`config.mk`:
```
export PLATFORM = sky130hd
export DESIGN_NAME = multicycle_controller
export DESIGN_NICKNAME = d
export VERILOG_FILES = /design/src/rtl/multicycle_controller.sv
export SDC_FILE = /design/constraint.sdc
export NUM_CORES = 1
export LEC_CHECK = 0
export BUFFER_PORTS_ARGS = -buffer_cell sky130_fd_sc_hd__buf_2
export CORE_MARGIN = 3
export CORE_UTILIZATION = 41
export DETAILED_ROUTE_END_ITERATION = 16
export MAX_ROUTING_LAYER = met4
export PLACE_DENSITY = 0.77
export SLEW_MARGIN = 20
export SYNTH_ARGS = -nofsm -noshare
export SYNTH_HDL_FRONTEND = slang
export SYNTH_SLANG_ARGS = --single-unit
```
`constraint.sdc`:
```
create_clock -name i_clk -period 2.5 [get_ports i_clk]
set_input_delay 0.125 -clock i_clk [delete_from_list [all_inputs] [get_ports i_clk]]
set_output_delay 0.125 -clock i_clk [all_outputs]
set_load 0.02 [all_outputs]
```
`src/rtl/multicycle_controller.sv`:
```
// ============================================================================
// multicycle_controller: Moore control FSM and ALU/immediate decode for the
// multi-cycle RV32I core.  Rev 1.0
// ============================================================================
`default_nettype none

module multicycle_controller (
  input  logic       i_clk,
  input  logic       i_arst,
  input  logic [6:0] i_op,
  input  logic [2:0] i_funct3,
  input  logic       i_funct7b5,
  input  logic       i_zero,
  output logic       o_pc_write,
  output logic       o_adr_src,
  output logic       o_mem_write,
  output logic       o_ir_write,
  output logic       o_reg_write,
  output logic [1:0] o_result_src,
  output logic [1:0] o_alu_src_a,
  output logic [1:0] o_alu_src_b,
  output logic [1:0] o_imm_src,
  output logic [3:0] o_alu_control,
  output logic       o_illegal,
  output logic       o_retire
);

  localparam logic [6:0] c_OP_LW   = 7'b0000011;
  localparam logic [6:0] c_OP_SW   = 7'b0100011;
  localparam logic [6:0] c_OP_RALU = 7'b0110011;
  localparam logic [6:0] c_OP_IALU = 7'b0010011;
  localparam logic [6:0] c_OP_BTYP = 7'b1100011;
  localparam logic [6:0] c_OP_JAL  = 7'b1101111;

  localparam logic [1:0] c_RES_ALU  = 2'b00;
  localparam logic [1:0] c_RES_MEM  = 2'b01;
  localparam logic [1:0] c_RES_PC4  = 2'b10;
  localparam logic [1:0] c_A_PC     = 2'b00;
  localparam logic [1:0] c_A_OLDPC  = 2'b01;
  localparam logic [1:0] c_A_RD1    = 2'b10;
  localparam logic [1:0] c_B_RD2    = 2'b00;
  localparam logic [1:0] c_B_IMM    = 2'b01;
  localparam logic [1:0] c_B_FOUR   = 2'b10;

  localparam logic [3:0] c_ALU_ADD  = 4'b0000;
  localparam logic [3:0] c_ALU_SUB  = 4'b1000;
  localparam logic [3:0] c_ALU_SLT  = 4'b0010;
  localparam logic [3:0] c_ALU_XOR  = 4'b0100;
  localparam logic [3:0] c_ALU_OR   = 4'b0110;
  localparam logic [3:0] c_ALU_AND  = 4'b0111;

  localparam logic [3:0] c_S_FETCH    = 4'd0;
  localparam logic [3:0] c_S_DECODE   = 4'd1;
  localparam logic [3:0] c_S_MEMADR   = 4'd2;
  localparam logic [3:0] c_S_MEMREAD  = 4'd3;
  localparam logic [3:0] c_S_MEMWB    = 4'd4;
  localparam logic [3:0] c_S_MEMWRITE = 4'd5;
  localparam logic [3:0] c_S_EXECUTER = 4'd6;
  localparam logic [3:0] c_S_EXECUTEI = 4'd7;
  localparam logic [3:0] c_S_ALUWB    = 4'd8;
  localparam logic [3:0] c_S_BEQ      = 4'd9;
  localparam logic [3:0] c_S_JAL      = 4'd10;
  localparam logic [3:0] c_S_ILLEGAL  = 4'd11;

  logic [3:0] r_state;
  logic [3:0] w_next_state;
  logic       w_pc_update;
  logic       w_branch;
  logic [1:0] w_alu_op;
  logic       w_adr_src;
  logic       w_mem_write;
  logic       w_ir_write;
  logic       w_reg_write;
  logic       w_retire;
  logic       w_illegal;
  logic [1:0] w_result_src;
  logic [1:0] w_alu_src_a;
  logic [1:0] w_alu_src_b;

  always_ff @(posedge i_clk or posedge i_arst) begin
    if (i_arst) r_state <= c_S_FETCH;
    else        r_state <= w_next_state;
  end

  always_comb begin
    w_next_state = c_S_FETCH;
    w_pc_update  = 1'b0;
    w_branch     = 1'b0;
    w_alu_op     = 2'b00;
    w_adr_src    = 1'b0;
    w_mem_write  = 1'b0;
    w_ir_write   = 1'b0;
    w_reg_write  = 1'b0;
    w_retire     = 1'b0;
    w_illegal    = 1'b0;
    w_result_src = c_RES_ALU;
    w_alu_src_a  = c_A_PC;
    w_alu_src_b  = c_B_RD2;
    case (r_state)
      c_S_FETCH: begin
        w_ir_write   = 1'b1;
        w_alu_src_a  = c_A_PC;
        w_alu_src_b  = c_B_FOUR;
        w_result_src = c_RES_PC4;
        w_pc_update  = 1'b1;
        w_next_state = c_S_DECODE;
      end
      c_S_DECODE: begin
        // Branch target precomputed here while the register file is read.
        w_alu_src_a = c_A_OLDPC;
        w_alu_src_b = c_B_IMM;
        case (i_op)
          c_OP_LW, c_OP_SW: w_next_state = c_S_MEMADR;
          c_OP_RALU:        w_next_state = c_S_EXECUTER;
          c_OP_IALU:        w_next_state = c_S_EXECUTEI;
          c_OP_BTYP:        w_next_state = c_S_BEQ;
          c_OP_JAL:         w_next_state = c_S_JAL;
          default:          w_next_state = c_S_ILLEGAL;
        endcase
      end
      c_S_MEMADR: begin
        w_alu_src_a  = c_A_RD1;
        w_alu_src_b  = c_B_IMM;
        w_next_state = (i_op == c_OP_LW) ? c_S_MEMREAD : c_S_MEMWRITE;
      end
      c_S_MEMREAD: begin
        w_adr_src    = 1'b1;
        w_result_src = c_RES_ALU;
        w_next_state = c_S_MEMWB;
      end
      c_S_MEMWB: begin
        w_result_src = c_RES_MEM;
        w_reg_write  = 1'b1;
        w_retire     = 1'b1;
        w_next_state = c_S_FETCH;
      end
      c_S_MEMWRITE: begin
        w_adr_src    = 1'b1;
        w_result_src = c_RES_ALU;
        w_mem_write  = 1'b1;
        w_retire     = 1'b1;
        w_next_state = c_S_FETCH;
      end
      c_S_EXECUTER: begin
        w_alu_src_a  = c_A_RD1;
        w_alu_src_b  = c_B_RD2;
        w_alu_op     = 2'b10;
        w_next_state = c_S_ALUWB;
      end
      c_S_EXECUTEI: begin
        w_alu_src_a  = c_A_RD1;
        w_alu_src_b  = c_B_IMM;
        w_alu_op     = 2'b10;
        w_next_state = c_S_ALUWB;
      end
      c_S_ALUWB: begin
        w_result_src = c_RES_ALU;
        w_reg_write  = 1'b1;
        w_retire     = 1'b1;
        w_next_state = c_S_FETCH;
      end
      c_S_BEQ: begin
        w_alu_src_a  = c_A_RD1;
        w_alu_src_b  = c_B_RD2;
        w_alu_op     = 2'b01;
        w_result_src = c_RES_ALU;
        w_branch     = 1'b1;
        w_retire     = 1'b1;
        w_next_state = c_S_FETCH;
      end
      c_S_JAL: begin
        w_alu_src_a  = c_A_OLDPC;
        w_alu_src_b  = c_B_FOUR;
        w_result_src = c_RES_ALU;
        w_pc_update  = 1'b1;
        w_next_state = c_S_ALUWB;
      end
      c_S_ILLEGAL: begin
        w_illegal    = 1'b1;
        w_next_state = c_S_ILLEGAL;
      end
      default: w_next_state = c_S_FETCH;
    endcase
  end

  // Enables are gated by reset so nothing is written while it is held.
  assign o_pc_write   = ~i_arst & (w_pc_update | (w_branch & i_zero));
  assign o_mem_write  = ~i_arst & w_mem_write;
  assign o_ir_write   = ~i_arst & w_ir_write;
  assign o_reg_write  = ~i_arst & w_reg_write;
  assign o_retire     = ~i_arst & w_retire;
  assign o_illegal    = ~i_arst & w_illegal;
  assign o_adr_src    = w_adr_src;
  assign o_result_src = w_result_src;
  assign o_alu_src_a  = w_alu_src_a;
  assign o_alu_src_b  = w_alu_src_b;

  always_comb begin
    o_imm_src = 2'b00;
    case (i_op)
      c_OP_SW:   o_imm_src = 2'b01;
      c_OP_BTYP: o_imm_src = 2'b10;
      c_OP_JAL:  o_imm_src = 2'b11;
      default:   o_imm_src = 2'b00;
    endcase
  end

  always_comb begin
    o_alu_control = c_ALU_ADD;
    case (w_alu_op)
      2'b01: o_alu_control = c_ALU_SUB;
      2'b10: begin
        case (i_funct3)
          3'b000:  o_alu_control = ((i_op == c_OP_RALU) && i_funct7b5) ? c_ALU_SUB : c_ALU_ADD;
          3'b010:  o_alu_control = c_ALU_SLT;
          3'b100:  o_alu_control = c_ALU_XOR;
          3'b110:  o_alu_control = c_ALU_OR;
          3'b111:  o_alu_control = c_ALU_AND;
          default: o_alu_control = c_ALU_ADD;
        endcase
      end
      default: o_alu_control = c_ALU_ADD;
    endcase
  end

endmodule

`default_nettype wire

```
==> qor.yml, run 1 <==
synth:
  ys_ff_latch: 4
  ys_seq_area_share_pct: 18.3
  ys_top_cells_by_area: "dfrtp_1 (18%), nor3_1 (8.2%), or3_1 (5.7%)"
  yosysWarnings: 0
  syn_inst: 84
  syn_avg_cell_area_um2: 6.51
  syn-cell-area_um2: 547
  synth.top_cell.area_share_pct: 18.3
  yosys.cell_types.count: 31
  synth_nets: 100
  netlist.top_cell.by_area: "dfrtp_1"
sta:
  finalMaxSlewViolations: 0
  min_period_ns: 2.24
  fmax_mhz: 446
  rsz0062_at_grt: "no"
  final.setup_skew_ns: 0.00253
  setup_viol: 0
  slew_headroom_pct: 73.0
  tightestPinTransition_ns: 0.394
  fin_setup_tns_ns: 0
  hold_violations: 0
  finalCritPeriodShare_pct: 89.7
setup_path:
  path_cells: "nand2b_1, nor2_1, nand2_1, ha_1, nor2b_1, nand4_1, o22ai_1, buf_2"
  rr_endpoint: "r_state[1]$_DFF_PP0_"
  crit_path_end_kind: "output pin"
  crit_arrival_ns: 2.12
  start_kind: "flip-flop"
  worstRegToRegCells: 3
  worstSetupPathType: "reg -> out"
  crit_start: "r_state[0]$_DFF_PP0_"
  required_ns: 2.38
  reg2reg_slack_ns: 1.13
  slowest_delay_ns: 0.48
  crit_path_max_fanout: 12
  endpoint: "o_alu_control[3]"
  cpMaxStageDelayCell: "dfrtp_2"
  rr_startpoint: "r_state[3]$_DFF_PP0_"
finish:
  reg_top3: "r_state x4"
  instances_no_fill: 132
  nets: 136
  mostFrequentLayoutCells: "buf_2 (32), nor3_1 (9), inv_1 (8), nor2_1 (8)"
  top_register: "r_state"
  area_growth_pct: 39.4
  drive_gt1_share_pct: 33.9
  nFillCells: 117
  final_common_cell: "buf_2"
  diodes: 0
  largest_reg_flops: 4
place:
  hpwl_um: 1160
  finalWeightedCongestion: 0.815
  dp_cells: 128
  numPortBuffers: 32
power:
  power.total_mw: 0.793
  p_leak_nw: 0.377
  powerDensity_nw_per_um2: 1040
  peakVddDrop_mv: 0.463
floorplanning:
  fp-row-count: 12
  dieHeight_um: 42.5
  ioPinCount: 33
  die_x_um: 42.5
  core_um2: 1170
  die_area_um2: 1810
  start_util_pct: 46.7
routing:
  vias: 702
  initialDrtViolationCount: 5
  post-route-drc-count: 0
  vias_per_cell: 5.32
  wl_per_cell_um: 10.7
  antenna_left: 0
  firstDrtPassIters: 3
  wirelength_um: 1410
clock_tree:
  path_clk_slew_ns: 0.04
  clk_path_buf_depth: 2
  cts_setup_buffers: 0
  cts_tree: "built"
  cts-root-buf: "clkbuf_4"
  htree_levels: 1
  clock_latency_ns: 0.23
  clock_sinks: 4
  numCtsBuffers: 3
grt:
  grt_pass1_wl_um: 2470
  grt_pass1_vias: 613
  grt_max_degree: 17
  grt_use_total_pct: 17.7
  grt_antenna_before_repair: 0
  grt-ovfl-total: 0
run:
  drv_cap: 0
min_path:
  hold_path_class: "in -> reg"
status:
  status: "finished, final reports clean"
worst min path at each step:
stage	from	end	slack (ns)	depth (start not counted)
CTS	i_op[4]	r_state[2]$_DFF_PP0_	0.25	3
floorplan	i_arst	r_state[0]$_DFF_PP0_	-0.10	1
global route	i_op[4]	r_state[2]$_DFF_PP0_	0.27	3
global placement	i_arst	r_state[3]$_DFF_PP0_	0.07	2
finish	i_op[4]	r_state[2]$_DFF_PP0_	0.25	3
detailed placement	i_arst	r_state[1]$_DFF_PP0_	0.07	2
layout make-up:
class,instances,area [um^2],share of cell area (%)
inverters,8,30.0,3.94
clock buffers,3,22.5,2.96
multi-input cells,67,398,52.2
well taps,14,17.5,2.30
flip-flops and latches,4,101,13.3
repair buffers,36,193,25.3
critical path, delay by kind of cell (launching register included):
family / cells / cell delay (ns)
AO/OA/AOI/OAI: 1 / 0.12
adder cells (fa/ha/maj): 1 / 0.32
buffers and inverters: 1 / 0.18
flip-flops: 1 / 0.48
AND/OR/NAND/NOR: 5 / 0.78
timing repair:
item,4_1_cts,5_1_grt
setup endpoints to repair,0,4
hold buffers,1,0
hold endpoints to repair,4,0
gates resized for setup,0,1
through the flow:
step	hold WS [ns]	cell area (um^2)	util [%]	setup slack, ns
after floorplan	-0.104	547	-	0.375
after global routing	0.272	762	65.1	0.0199
after global placement	0.0672	728	62.2	0.477
after detailed placement	0.0699	728	62.2	0.394
final	0.249	762	65.1	0.259
after CTS	0.247	761	65.0	0.130
synth_stat cells:
| library cell | number |
|---|---|
| nor3_1 | 9 |
| inv_1 | 8 |
| nor2_1 | 8 |
| a21oi_1 | 5 |
| nand2_1 | 5 |
| or3_1 | 5 |
| clkbuf_1 | 4 |
| dfrtp_1 | 4 |
| o21ai_1 | 4 |
| nand2b_1 | 3 |
| nor2b_1 | 3 |
| xnor2_1 | 3 |
| a31oi_1 | 2 |
| ha_1 | 2 |
| nor4_1 | 2 |
| o22ai_1 | 2 |
| a2111oi_0 | 1 |
| a221oi_1 | 1 |
| and2_1 | 1 |
| buf_1 | 1 |
| mux2i_1 | 1 |
| nand3_1 | 1 |
| nand3b_1 | 1 |
| nand4_1 | 1 |
| o21a_1 | 1 |
| o21ai_0 | 1 |
| o31ai_1 | 1 |
| or2_1 | 1 |
| or2_2 | 1 |
| or4_1 | 1 |
| xor2_1 | 1 |
report_power, final:
| part | leakage (nW) | internal (mW) | switching (mW) |
|---|---|---|---|
| Clock | 0.0138 | 0.0535 | 0.0242 |
| Combinational | 0.314 | 0.220 | 0.352 |
| Sequential | 0.0496 | 0.0952 | 0.0480 |
logic make-up (layout without fill, tap and decap cells):
| family | Yosys count | after routing | share of synthesized area [%] |
|---|---|---|---|
| compound gates | 18 | 18 | 19.7 |
| xor+xnor | 4 | 4 | 6.41 |
| fa+ha+maj | 2 | 2 | 4.58 |
| buf+inv | 13 | 47 | 8.92 |
| flops | 4 | 4 | 18.3 |
| mux | 1 | 1 | 1.83 |
| simple gates | 42 | 42 | 40.3 |
routing by layer:
layer	global-route usage (%)	part of all wire [%]	wire length [um]	up-vias
met5	-	0	0	-
met4	7.45	0	0	0
met3	2.58	8.8	124	0
met2	30.1	46	645	31
met1	20.5	45	638	309
li1	-	-	-	362
(Power assumes the default switching activity.)
==> run 2: changes to the inputs <==
--- a/constraint.sdc
+++ b/constraint.sdc
@@ -3,2 +3,2 @@
 set_output_delay 0.125 -clock i_clk [all_outputs]
-set_load 0.02 [all_outputs]
+set_load 0.05 [all_outputs]
==> qor.yml, run 2 (same netlist as run 1, synthesis figures left out) <==
status:
  status: "finished, final reports clean"
setup_path:
  rr_startpoint: "r_state[3]$_DFF_PP0_"
  endpoint: "o_alu_control[3]"
  reg2reg_slack_ns: 1.12  # about the same
  worstRegToRegCells: 3  # unchanged
  required_ns: 2.38  # about the same
  crit_arrival_ns: 2.10  # -0.02 ns
  crit_start: "r_state[1]$_DFF_PP0_"
  crit_path_end_kind: "output pin"
  crit_path_max_fanout: 4  # -8
  worstSetupPathType: "reg -> out"
  start_kind: "flip-flop"
  rr_endpoint: "r_state[1]$_DFF_PP0_"
routing:
  vias: 708  # +0.85%
  firstDrtPassIters: 4  # +1
  vias_per_cell: 5.32  # about the same
  wirelength_um: 1470  # +4.5%
  initialDrtViolationCount: 5  # unchanged
  post-route-drc-count: 0  # unchanged
  wl_per_cell_um: 11.1  # +3.8%
  antenna_left: 0  # unchanged
finish:
  multi_input_area_um2: 417  # +4.7%
  top_register: "r_state"
  mostFrequentLayoutCells: "buf_2 (32), inv_1 (8), nor2_1 (7), nor3_1 (7)"
  diodes: 0  # unchanged
  seqCellArea_um2: 100  # -1.2%
  nFillCells: 102  # -13%
  drive_gt1_share_pct: 37.0  # +3.1 points
  nets: 137  # +0.74%
  reg_top3: "r_state x4"
  instances_no_fill: 133  # +0.76%
  final_common_cell: "buf_2"
  area_growth_pct: 43.9
  largest_reg_flops: 4  # unchanged
run:
  drv_cap: 0  # unchanged
grt:
  grt_pass1_wl_um: 2430  # -1.7%
  grt_pass1_vias: 604  # -1.5%
  grt_max_degree: 17  # unchanged
  grt_use_total_pct: 17.4  # -0.29 points
  grt-ovfl-total: 0  # unchanged
  grt_antenna_before_repair: 0  # unchanged
sta:
  rsz0062_at_grt: "no"
  min_period_ns: 2.23  # -0.0161 ns
  fmax_mhz: 449  # +0.72%
  setup_viol: 0  # unchanged
  fin_setup_tns_ns: 0  # unchanged
  finalMaxSlewViolations: 0  # unchanged
  tightestPinTransition_ns: 0.517  # +0.123 ns
  slew_headroom_pct: 64.6  # -8.4 points
  finalCritPeriodShare_pct: 89.0  # -0.65 points
  final.setup_skew_ns: 0.00463  # +0.00210 ns
  hold_violations: 0  # unchanged
min_path:
  hold_path_class: "in -> reg"
place:
  dp_cells: 129  # +0.78%
  hpwl_um: 1160  # +0.43%
  finalWeightedCongestion: 0.745  # -8.7%
  numPortBuffers: 32  # unchanged
floorplanning:
  die_x_um: 42.5  # unchanged
  core_um2: 1170  # unchanged
  start_util_pct: 46.7  # unchanged
  ioPinCount: 33  # unchanged
  fp-row-count: 12  # unchanged
  dieHeight_um: 42.5  # unchanged
  die_area_um2: 1810  # unchanged
clock_tree:
  numCtsBuffers: 3  # unchanged
  cts-root-buf: "clkbuf_4"
  clock_sinks: 4  # unchanged
  clock_latency_ns: 0.24  # about the same
  htree_levels: 1  # unchanged
  clk_path_buf_depth: 2  # unchanged
  path_clk_slew_ns: 0.03  # about the same
  cts_setup_buffers: 0  # unchanged
  cts_tree: "built"
power:
  p_leak_nw: 0.387  # +2.6%
  p_comb_share_pct: 80.6  # +8.5 points
  peakVddDrop_mv: 0.584  # +26%
  power_frac_clock_pct: 7.8  # -2.0 points
  internal_power_mw: 0.387  # +4.9%
  p_seq_share_pct: 11.7  # -6.4 points
  p_switching_mw: 0.650  # +53%
  switching_share_pct: 62.7  # +9.2 points
  powerDensity_nw_per_um2: 1320  # +27%
## run 2: cell count changes in the layout (fill, tap and decap cells not counted), sizes merged
| cell | before | now |
|---|---|---|
| buf | 35 | 36 |
## run 2: critical path, cell delays in order, from the launching register on
cell	delay, ns
dfrtp_1	0.36
nand2b_1	0.20
nor2_2	0.18
nand2_1	0.12
ha_1	0.32
nor2b_1	0.18
nand4_1	0.11
o22ai_1	0.13
buf_2	0.28
## run 2: what timing repair did
item	4_1_cts	5_1_grt
hold endpoints to repair	4	0
endpoints found under the setup margin	0	1
resized for setup	0	1
hold buffers	1	0
## run 2: area by class of cell
| type | instances | area share, % |
|---|---|---|
| Multi-Input combinational cell | 67 | 52.9 |
| Timing Repair Buffer | 37 | 25.4 |
| Sequential cell | 4 | 12.7 |
| Inverter | 8 | 3.82 |
| Clock buffer | 3 | 2.86 |
| Tap cell | 14 | 2.23 |
## run 2: how the worst min path moves through the flow
| stage | startpoint | endpoint | slack (ns) | depth (start not counted) |
|---|---|---|---|---|
| after floorplan | i_arst | r_state[0]$_DFF_PP0_ | -0.10 | 1 |
| after global placement | i_arst | r_state[0]$_DFF_PP0_ | 0.07 | 2 |
| after detailed placement | i_arst | r_state[2]$_DFF_PP0_ | 0.08 | 2 |
| after CTS | i_op[4] | r_state[2]$_DFF_PP0_ | 0.26 | 3 |
| after global routing | i_op[4] | r_state[2]$_DFF_PP0_ | 0.28 | 3 |
| final | i_op[4] | r_state[2]$_DFF_PP0_ | 0.26 | 3 |
## run 2: through the flow
| stage | setup slack, ns | util [%] | hold WS (ns) | cell area [um^2] | total power [mW] |
|---|---|---|---|---|---|
| 2_1_floorplan | 0.00480 | - | -0.104 | 563 | 0.770 |
| 3_3_place_gp | 0.530 | 64.2 | 0.0662 | 752 | 0.940 |
| 3_5_place_dp | 0.438 | 64.2 | 0.0764 | 752 | 0.951 |
| 4_1_cts | 0.183 | 67.0 | 0.260 | 785 | 1.04 |
| 5_1_grt | 0.106 | 67.2 | 0.285 | 787 | 1.10 |
| 6_report | 0.275 | 67.2 | 0.261 | 787 | 1.04 |
## run 2: metal layers
metal	track usage [%]	part of all wire (%)	up-vias
met4	9.32	2.6	0
met2	28.9	45	39
met3	1.72	9.9	4
met1	20.5	43	299
met5	-	0	-
li1	-	-	366
## run 2: power groups by stage
stage / sequential (mW) / combinational [mW] / clock, mW
after detailed placement: 0.121 / 0.830 / 0
after floorplan: 0.112 / 0.659 / 0
after global routing: 0.125 / 0.897 / 0.0817
final: 0.121 / 0.835 / 0.0808
after global placement: 0.121 / 0.819 / 0
after CTS: 0.120 / 0.836 / 0.0817
==> run 3: changes to the inputs <==
- CORE_UTILIZATION: 41 -> 37
- PLACE_DENSITY: 0.77 -> 0.73
- clock period: 2.5 -> 1.8 ns (I/O delays scaled with it)
==> qor.yml, run 3 (same netlist as run 1, synthesis figures left out) <==
power:
  peakVddDrop_mv: 0.697  # +19%
  p_leak_nw: 0.469  # +21%
  power.total_mw: 1.80  # +73%
  powerDensity_nw_per_um2: 1730  # +32%
sta:
  slew_headroom_pct: 77.0  # +12 points
  worst_slack_ns: -0.124  # -0.398 ns
  min_period_ns: 1.92
  tightestPinTransition_ns: 0.337  # -0.180 ns
  finalMaxSlewViolations: 0  # unchanged
  fmax_mhz: 520
  rsz0062_at_grt: "yes"
  finalCritPeriodShare_pct: 107
  final.setup_skew_ns: 0.00675  # +0.00212 ns
  hold_violations: 0  # unchanged
  setup_viol: 3  # +3
setup_path:
  path_cells: "nand2b_4, nor2_4, nand2_2, ha_4, nor2b_4, nand4_1, o22ai_4, buf_6"
  worstRegToRegCells: 5  # +2
  required_ns: 1.71  # -0.67 ns
  rr_endpoint: "r_state[1]$_DFF_PP0_"
  crit_path_max_fanout: 3  # -1
  start_kind: "flip-flop"
  reg2reg_slack_ns: 0.30  # -0.82 ns
  worstSetupPathType: "reg -> out"
  crit_arrival_ns: 1.83  # -0.27 ns
  cpMaxStageDelayCell: "dfrtp_1"
  crit_path_end_kind: "output pin"
  slowest_delay_ns: 0.40  # +0.04 ns
  rr_startpoint: "r_state[1]$_DFF_PP0_"
routing:
  vias: 785  # +11%
  vias_per_cell: 5.45  # +2.4%
  post-route-drc-count: 0  # unchanged
  antenna_left: 0  # unchanged
  initialDrtViolationCount: 3  # -2
  wirelength_um: 1890  # +29%
  firstDrtPassIters: 4  # unchanged
  wl_per_cell_um: 13.2  # +19%
finish:
  top_register: "r_state"
  drive_gt1_share_pct: 55.8  # +19 points
  nets: 147  # +7.3%
  reg_top3: "r_state x4"
  final_common_cell: "buf_2"
  nFillCells: 102  # unchanged
  area_growth_pct: 89.5
  instances_no_fill: 144  # +8.3%
  mostFrequentLayoutCells: "buf_2 (28), buf_4 (12), inv_1 (8), nor3_2 (6), buf_6 (6)"
  diodes: 0  # unchanged
  largest_reg_flops: 4  # unchanged
clock_tree:
  cts-root-buf: "clkbuf_4"
  clock_latency_ns: 0.24  # about the same
  cts_tree: "built"
  path_clk_slew_ns: 0.04  # about the same
  htree_levels: 1  # unchanged
  clock_sinks: 4  # unchanged
  numCtsBuffers: 3  # unchanged
  clk_path_buf_depth: 2  # unchanged
grt:
  grt-ovfl-total: 0  # unchanged
  grt_pass1_vias: 691  # +14%
  grt_pass1_wl_um: 2910  # +20%
  grt_max_degree: 19  # +2
  grt_use_total_pct: 19.9  # +2.5 points
  grt_antenna_before_repair: 0  # unchanged
floorplanning:
  core_um2: 1350  # +15%
  fp-row-count: 13  # +1
  start_util_pct: 40.5  # -6.2 points
  die_area_um2: 1970  # +9.2%
  die_x_um: 44.4  # +4.5%
  dieHeight_um: 44.4  # +4.5%
  ioPinCount: 33  # unchanged
min_path:
  hold_start: "i_op[4]"
  hold_path_class: "in -> reg"
  hold_end: "r_state[2]$_DFF_PP0_"
  min_path_cells: 3  # unchanged
status:
  violations: "setup timing"
  status: "complete, but fails checks"
place:
  finalWeightedCongestion: 0.790  # +6.1%
  dp_cells: 136  # +5.4%
  dp_slack_ns: -0.00458  # -0.443 ns
  numPortBuffers: 32  # unchanged
  hpwl_um: 1340  # +15%
run:
  drv_cap: 0  # unchanged
## run 3: cell types whose count changed in the layout (fill, tap and decap cells not counted), moves of 2 or more
| cell | delta |
|---|---|
| buf_4 | +8 |
| nand2b_1 | -2 |
| buf_2 | -4 |
| nand2b_4 | +2 |
| nor2_4 | +3 |
| nor3_2 | +4 |
| buf_6 | +6 |
| nor3_1 | -5 |
| nand2_1 | -2 |
| nor2_1 | -3 |
## run 3: timing repair
item                       4_1_cts  5_1_grt
gates resized for setup         14        3
hold endpoints to repair         4        0
setup endpoints to repair        4        4
hold buffers                     1        0
pin swaps                        4        4
setup buffers                    1        3
## run 3: through the flow
| step | util (%) | setup TNS [ns] | hold WS [ns] | area [um^2] |
|---|---|---|---|---|
| 4_1_cts | 74.1 | -0.238 | 0.242 | 1000 |
| 3_5_place_dp | 67.0 | -0.00458 | 0.0584 | 905 |
| 2_1_floorplan | - | -0.571 | -0.139 | 674 |
| 6_report | 76.7 | -0.205 | 0.228 | 1040 |
| 3_3_place_gp | 67.0 | 0 | 0.0597 | 905 |
| 5_1_grt | 76.7 | -0.499 | 0.241 | 1040 |
## run 3: report_power, final
group	internal (mW)	switching [mW]
clock network	0.0750	0.0426
logic	0.526	0.980
registers	0.131	0.0425
total	0.732	1.06
## run 3: how the worst max path moves through the flow
stage | from | endpoint | cells past startpoint
6_report | r_state[1]$_DFF_PP0_ | o_alu_control[3] | 8
3_3_place_gp | r_state[1]$_DFF_PP0_ | o_alu_control[0] | 8
4_1_cts | r_state[1]$_DFF_PP0_ | o_alu_control[3] | 8
2_1_floorplan | r_state[3]$_DFF_PP0_ | o_pc_write | 5
5_1_grt | r_state[1]$_DFF_PP0_ | o_alu_control[3] | 8
3_5_place_dp | r_state[1]$_DFF_PP0_ | o_alu_control[3] | 8
## run 3: layer usage
layer  track usage (%)  wire, um
met1              23.4       753
met2              36.0      1040
met3              1.22        81
met4              5.42        20
met5                 -         0
## run 3: final cells by class
class	instances	area, um^2	share of cell area (%)
Inverter	8	30.0	2.90
Tap cell	15	18.8	1.81
Timing Repair Buffer	47	308	29.7
Sequential cell	4	101	9.78
Multi-Input combinational cell	67	556	53.6
Clock buffer	3	22.5	2.17
## run 3: critical path: cells and delay by family (launching register included)
kind	cells	cell delay [ns]
simple gates	5	0.62
flops	1	0.40
fa+ha+maj	1	0.23
buf+inv	1	0.18
compound gates	1	0.15
